<file path="src/rtl/riscv_pkg.sv">
// Shared RV32I decode definitions: datapath width and immediate-format encodings.
package riscv_pkg;

    localparam int unsigned XLEN = 32;

    typedef enum logic [1:0] {
        IMM_I = 2'b00,
        IMM_S = 2'b01
    } imm_src_e;

endpackage

</file>
<file path="src/rtl/sign_extend_imm_decode.sv">
// Combinational immediate extraction and sign extension for I- and S-type instructions.
module imm_decode
    import riscv_pkg::*;
(
    input  logic [XLEN-1:0] In,
    input  logic [1:0]      ImmSrc,
    output logic [XLEN-1:0] imm_n
);

    // Opcode and rs1/funct3 fields never contribute to an I/S immediate.
    logic unused_fields;
    assign unused_fields = ^{In[19:12], In[6:0]};

    always_comb begin
        imm_n = '0;
        case (ImmSrc)
            IMM_I:   imm_n = {{20{In[31]}}, In[31:20]};
            IMM_S:   imm_n = {{20{In[31]}}, In[31:25], In[11:7]};
            default: imm_n = '0;
        endcase
    end

endmodule

</file>
<file path="src/rtl/sign_extend.sv">
// RV32I immediate generator: decodes the immediate and registers it for the execute stage.
module sign_extend
    import riscv_pkg::*;
(
    input  logic            clk,
    input  logic            rst,
    input  logic [XLEN-1:0] In,
    input  logic [1:0]      ImmSrc,
    output logic [XLEN-1:0] Imm_Ext
);

    logic [XLEN-1:0] imm_n;

    imm_decode u_imm_decode (
        .In     (In),
        .ImmSrc (ImmSrc),
        .imm_n  (imm_n)
    );

    always_ff @(posedge clk or posedge rst) begin
        if (rst) begin
            Imm_Ext <= '0;
        end else begin
            Imm_Ext <= imm_n;
        end
    end

endmodule

</file>
<file path="config.mk">
export PLATFORM = sky130hd
export DESIGN_NAME = sign_extend
export DESIGN_NICKNAME = d
export VERILOG_FILES = /design/src/rtl/riscv_pkg.sv /design/src/rtl/sign_extend_imm_decode.sv /design/src/rtl/sign_extend.sv
export SDC_FILE = /design/constraint.sdc
export NUM_CORES = 1
export LEC_CHECK = 0
export ABC_CLOCK_PERIOD_IN_PS = 2100
export BUFFER_PORTS_ARGS = -buffer_cell sky130_fd_sc_hd__buf_2
export CAP_MARGIN = 0
export CORE_UTILIZATION = 34
export DETAILED_ROUTE_END_ITERATION = 10
export GPL_TIMING_DRIVEN = 0
export PLACE_DENSITY = 0.82
export SLEW_MARGIN = 20
export SYNTH_ARGS = -nofsm -noshare
export SYNTH_HDL_FRONTEND = slang
export SYNTH_SLANG_ARGS = --single-unit
</file>
<file path="constraint.sdc">
create_clock -name clk -period 2.1 [get_ports clk]
set_input_delay 0.42 -clock clk [delete_from_list [all_inputs] [get_ports clk]]
set_output_delay 0.42 -clock clk [all_outputs]
set_load 0.1 [all_outputs]
</file>
==> flow_metrics.env <==
export IMPL_status="complete, but fails checks"
export IMPL_violations="design-rule violations"
export IMPL_drcViolationCount=13
export IMPL_synthCells=52
export IMPL_synth_seq_cells=12
export IMPL_irDropWorstVdd_mv=0.470
export IMPL_initial_core_util_pct=37.4
export IMPL_internal_power_uw=378
export IMPL_period_share_pct=86.3
export IMPL_slew_violations=0
export IMPL_dp_hpwl_um=862
export IMPL_pin_count=68
export IMPL_grt_use_met3_pct=5.00
export IMPL_seq_area_frac_synth_pct=51.5
export IMPL_antenna_found_initial=0
export IMPL_port_buffers=51
export IMPL_critPathMaxFanout=21
export IMPL_postCtsHoldBufs=0
export IMPL_maxSlewHeadroom_pct=67.4
export IMPL_yosys_warnings=0
export IMPL_dieArea_um2=1880
export IMPL_synth_top_area_cell="dfrtp_1"
export IMPL_end_kind="primary output"
export IMPL_rows=14
export IMPL_path_class="flip-flop to primary output"
export IMPL_clkSinkCount=12
export IMPL_setup_violations_final=0
export IMPL_globalRouteOverflowTotal=0
export IMPL_antenna_left=0
export IMPL_p_per_area_nw_per_um2=828
export IMPL_clkPwrFrac_pct=17.8
export IMPL_wl_per_cell_um=8.47
export IMPL_synthFlopType="dfrtp_1"
export IMPL_drive_above_1_share_pct=72.6
export IMPL_vias=494
export IMPL_first_pass_iters=7
export IMPL_grt_start_max_net_pins=22
export IMPL_grt_setup_unrepaired="no"
export IMPL_drt_total_wl_um=1030
export IMPL_met1_usage_pct=11.5
export IMPL_synthArstFlopShare_pct=100
export IMPL_clkTransAtPathRegs_ns=0.07
export IMPL_htreeDepth=1
export IMPL_synth_edf_count=0
export IMPL_antennaDiodeCount=0
export IMPL_largest_register="Imm_Ext"
export IMPL_p_sw_uw=353
export IMPL_die_h_um=43.4
export IMPL_yosysUniqueCellTypes=8
export IMPL_hold_path_class="primary input to async pin"
export IMPL_seqPwrFrac_pct=34.4
export IMPL_top_regs="Imm_Ext: 12 flops"
export IMPL_worstPathRequired_ns=1.68
export IMPL_ys_top_cells_by_area="dfrtp_1 52%, buf_4 26%, mux2i_1 8.6%"
export IMPL_grt_use_met2_pct=22.7
export IMPL_largest_register_ffs=12
export IMPL_crit_arrival_ns=1.39
export IMPL_syn_nets=88
export IMPL_syn_area_um2=583
export IMPL_top_usage_layer="met2"
export IMPL_holdWs_ns=0.151
export IMPL_via_per_inst=4.05
export IMPL_syn2layout_area_growth_pct=51.3
export IMPL_grt_pass1_vias=420
export IMPL_p_leak_nw=0.567
export IMPL_synth_commonest_cells="20 x buf_4, 12 x dfrtp_1, 7 x nor2b_1, 5 x mux2i_1, 5 x nor2_1"
export IMPL_swShare_pct=48.3
export IMPL_drv_cap=0
export IMPL_start_kind="flip-flop"
export IMPL_timing_worst_slew_pin_value_ns=0.492
export IMPL_cts_root_buf="clkbuf_4"
export IMPL_cts_tree="built"
export IMPL_synth_most_common_cell="buf_4"
export IMPL_grt_pass1_wl_um=1680
export IMPL_design_core_area_um2=1560
export IMPL_drt_iter0_drc=16
export IMPL_fin_tns_setup_ns=0
export IMPL_gp_congestion=0.603
export IMPL_syn_avg_cell_area_um2=11.2
export IMPL_finalHoldViolCount=0
export IMPL_synth_top_area_share_pct=51.5
export IMPL_fp_dieW_um=43.4
export IMPL_combPwrFrac_pct=47.8
export IMPL_fin_crit_ns=1.81
export IMPL_layout_nets=144
export IMPL_finalPower_uw=731
export IMPL_max_freq_ghz=0.552
export IMPL_clk_path_buf_depth=2
export IMPL_grt_usage_pct=12.5
export IMPL_cts_made_buffers=3
cell families after synthesis:
| group | Yosys count | share of synthesized area, % |
|---|---|---|
| AND/OR/NAND/NOR | 12 | 10.7 |
| flip-flops | 12 | 51.5 |
| buffers and inverters | 23 | 29.2 |
| multiplexers | 5 | 8.58 |
power by group through the flow:
| stage | registers (mW) | logic [mW] | clock network (mW) |
|---|---|---|---|
| after floorplan | 0.353 | 0.202 | 0 |
| after global placement | 0.255 | 0.347 | 0 |
| after detailed placement | 0.256 | 0.351 | 0 |
| after CTS | 0.251 | 0.351 | 0.138 |
| after global routing | 0.253 | 0.360 | 0.150 |
| final | 0.251 | 0.349 | 0.130 |
worst max-delay path: stages (launching register included):
cell and delay [ns]:
dfrtp_2 0.55, buf_4 0.16, buf_2 0.41
layout make-up:
class / count / area [µm²]
Buffer: 22 / 166
Sequential cell: 12 / 302
Multi-Input combinational cell: 17 / 113
Fill cell: 133 / 677
Clock buffer: 3 / 22.5
Inverter: 1 / 3.75
Tap cell: 16 / 20.0
Timing Repair Buffer: 51 / 255
per-stage QoR:
| stage | instance area, µm² | setup WS [ns] | utilization, % | instances |
|---|---|---|---|---|
| after global routing | 882 | 0.206 | 56.6 | 122 |
| after CTS | 881 | 0.0856 | 56.5 | 122 |
| after detailed placement | 858 | 0.387 | 55.1 | 119 |
| after global placement | 858 | 0.444 | 55.1 | 119 |
| final | 882 | 0.288 | 56.6 | 122 |
| after floorplan | 583 | 0.0406 | - | 52 |
what timing repair did:
action                     in CTS  in global routing
setup endpoints to repair       0                 10
setup buffers                   0                  0
resized for setup               0                  1
layer usage:
metal / vias to the layer above / routed length [µm] / share of wire (%)
li1: 249 / - / -
met5: - / 0 / 0
met2: 40 / 536 / 52
met3: 0 / 161 / 16
met4: 0 / 0 / 0
met1: 205 / 335 / 32
worst paths after layout:
path | start | slack (ns) | depth (start not counted) | to
worst max-delay path | Imm_Ext[30] | 0.29 | 2 | Imm_Ext[25]
worst min-delay path | rst | 0.15 | 2 | Imm_Ext[6]
max in group asynchronous | rst | 1.62 | 2 | Imm_Ext[30]
min in group clk | ImmSrc[1] | 0.33 | 2 | Imm_Ext[6]
layout by cell type, fill, tap and decap left out:
cell      synthesis  final
nor2_1            5      5
buf_6             1      1
dfrtp_1          12     11
buf_2             1     52
mux2i_1           5      5
dfrtp_2           0      1
nor2b_1           7      7
inv_1             1      1
clkbuf_4          0      3
buf_4            20     20
(Power assumes the default switching activity.)
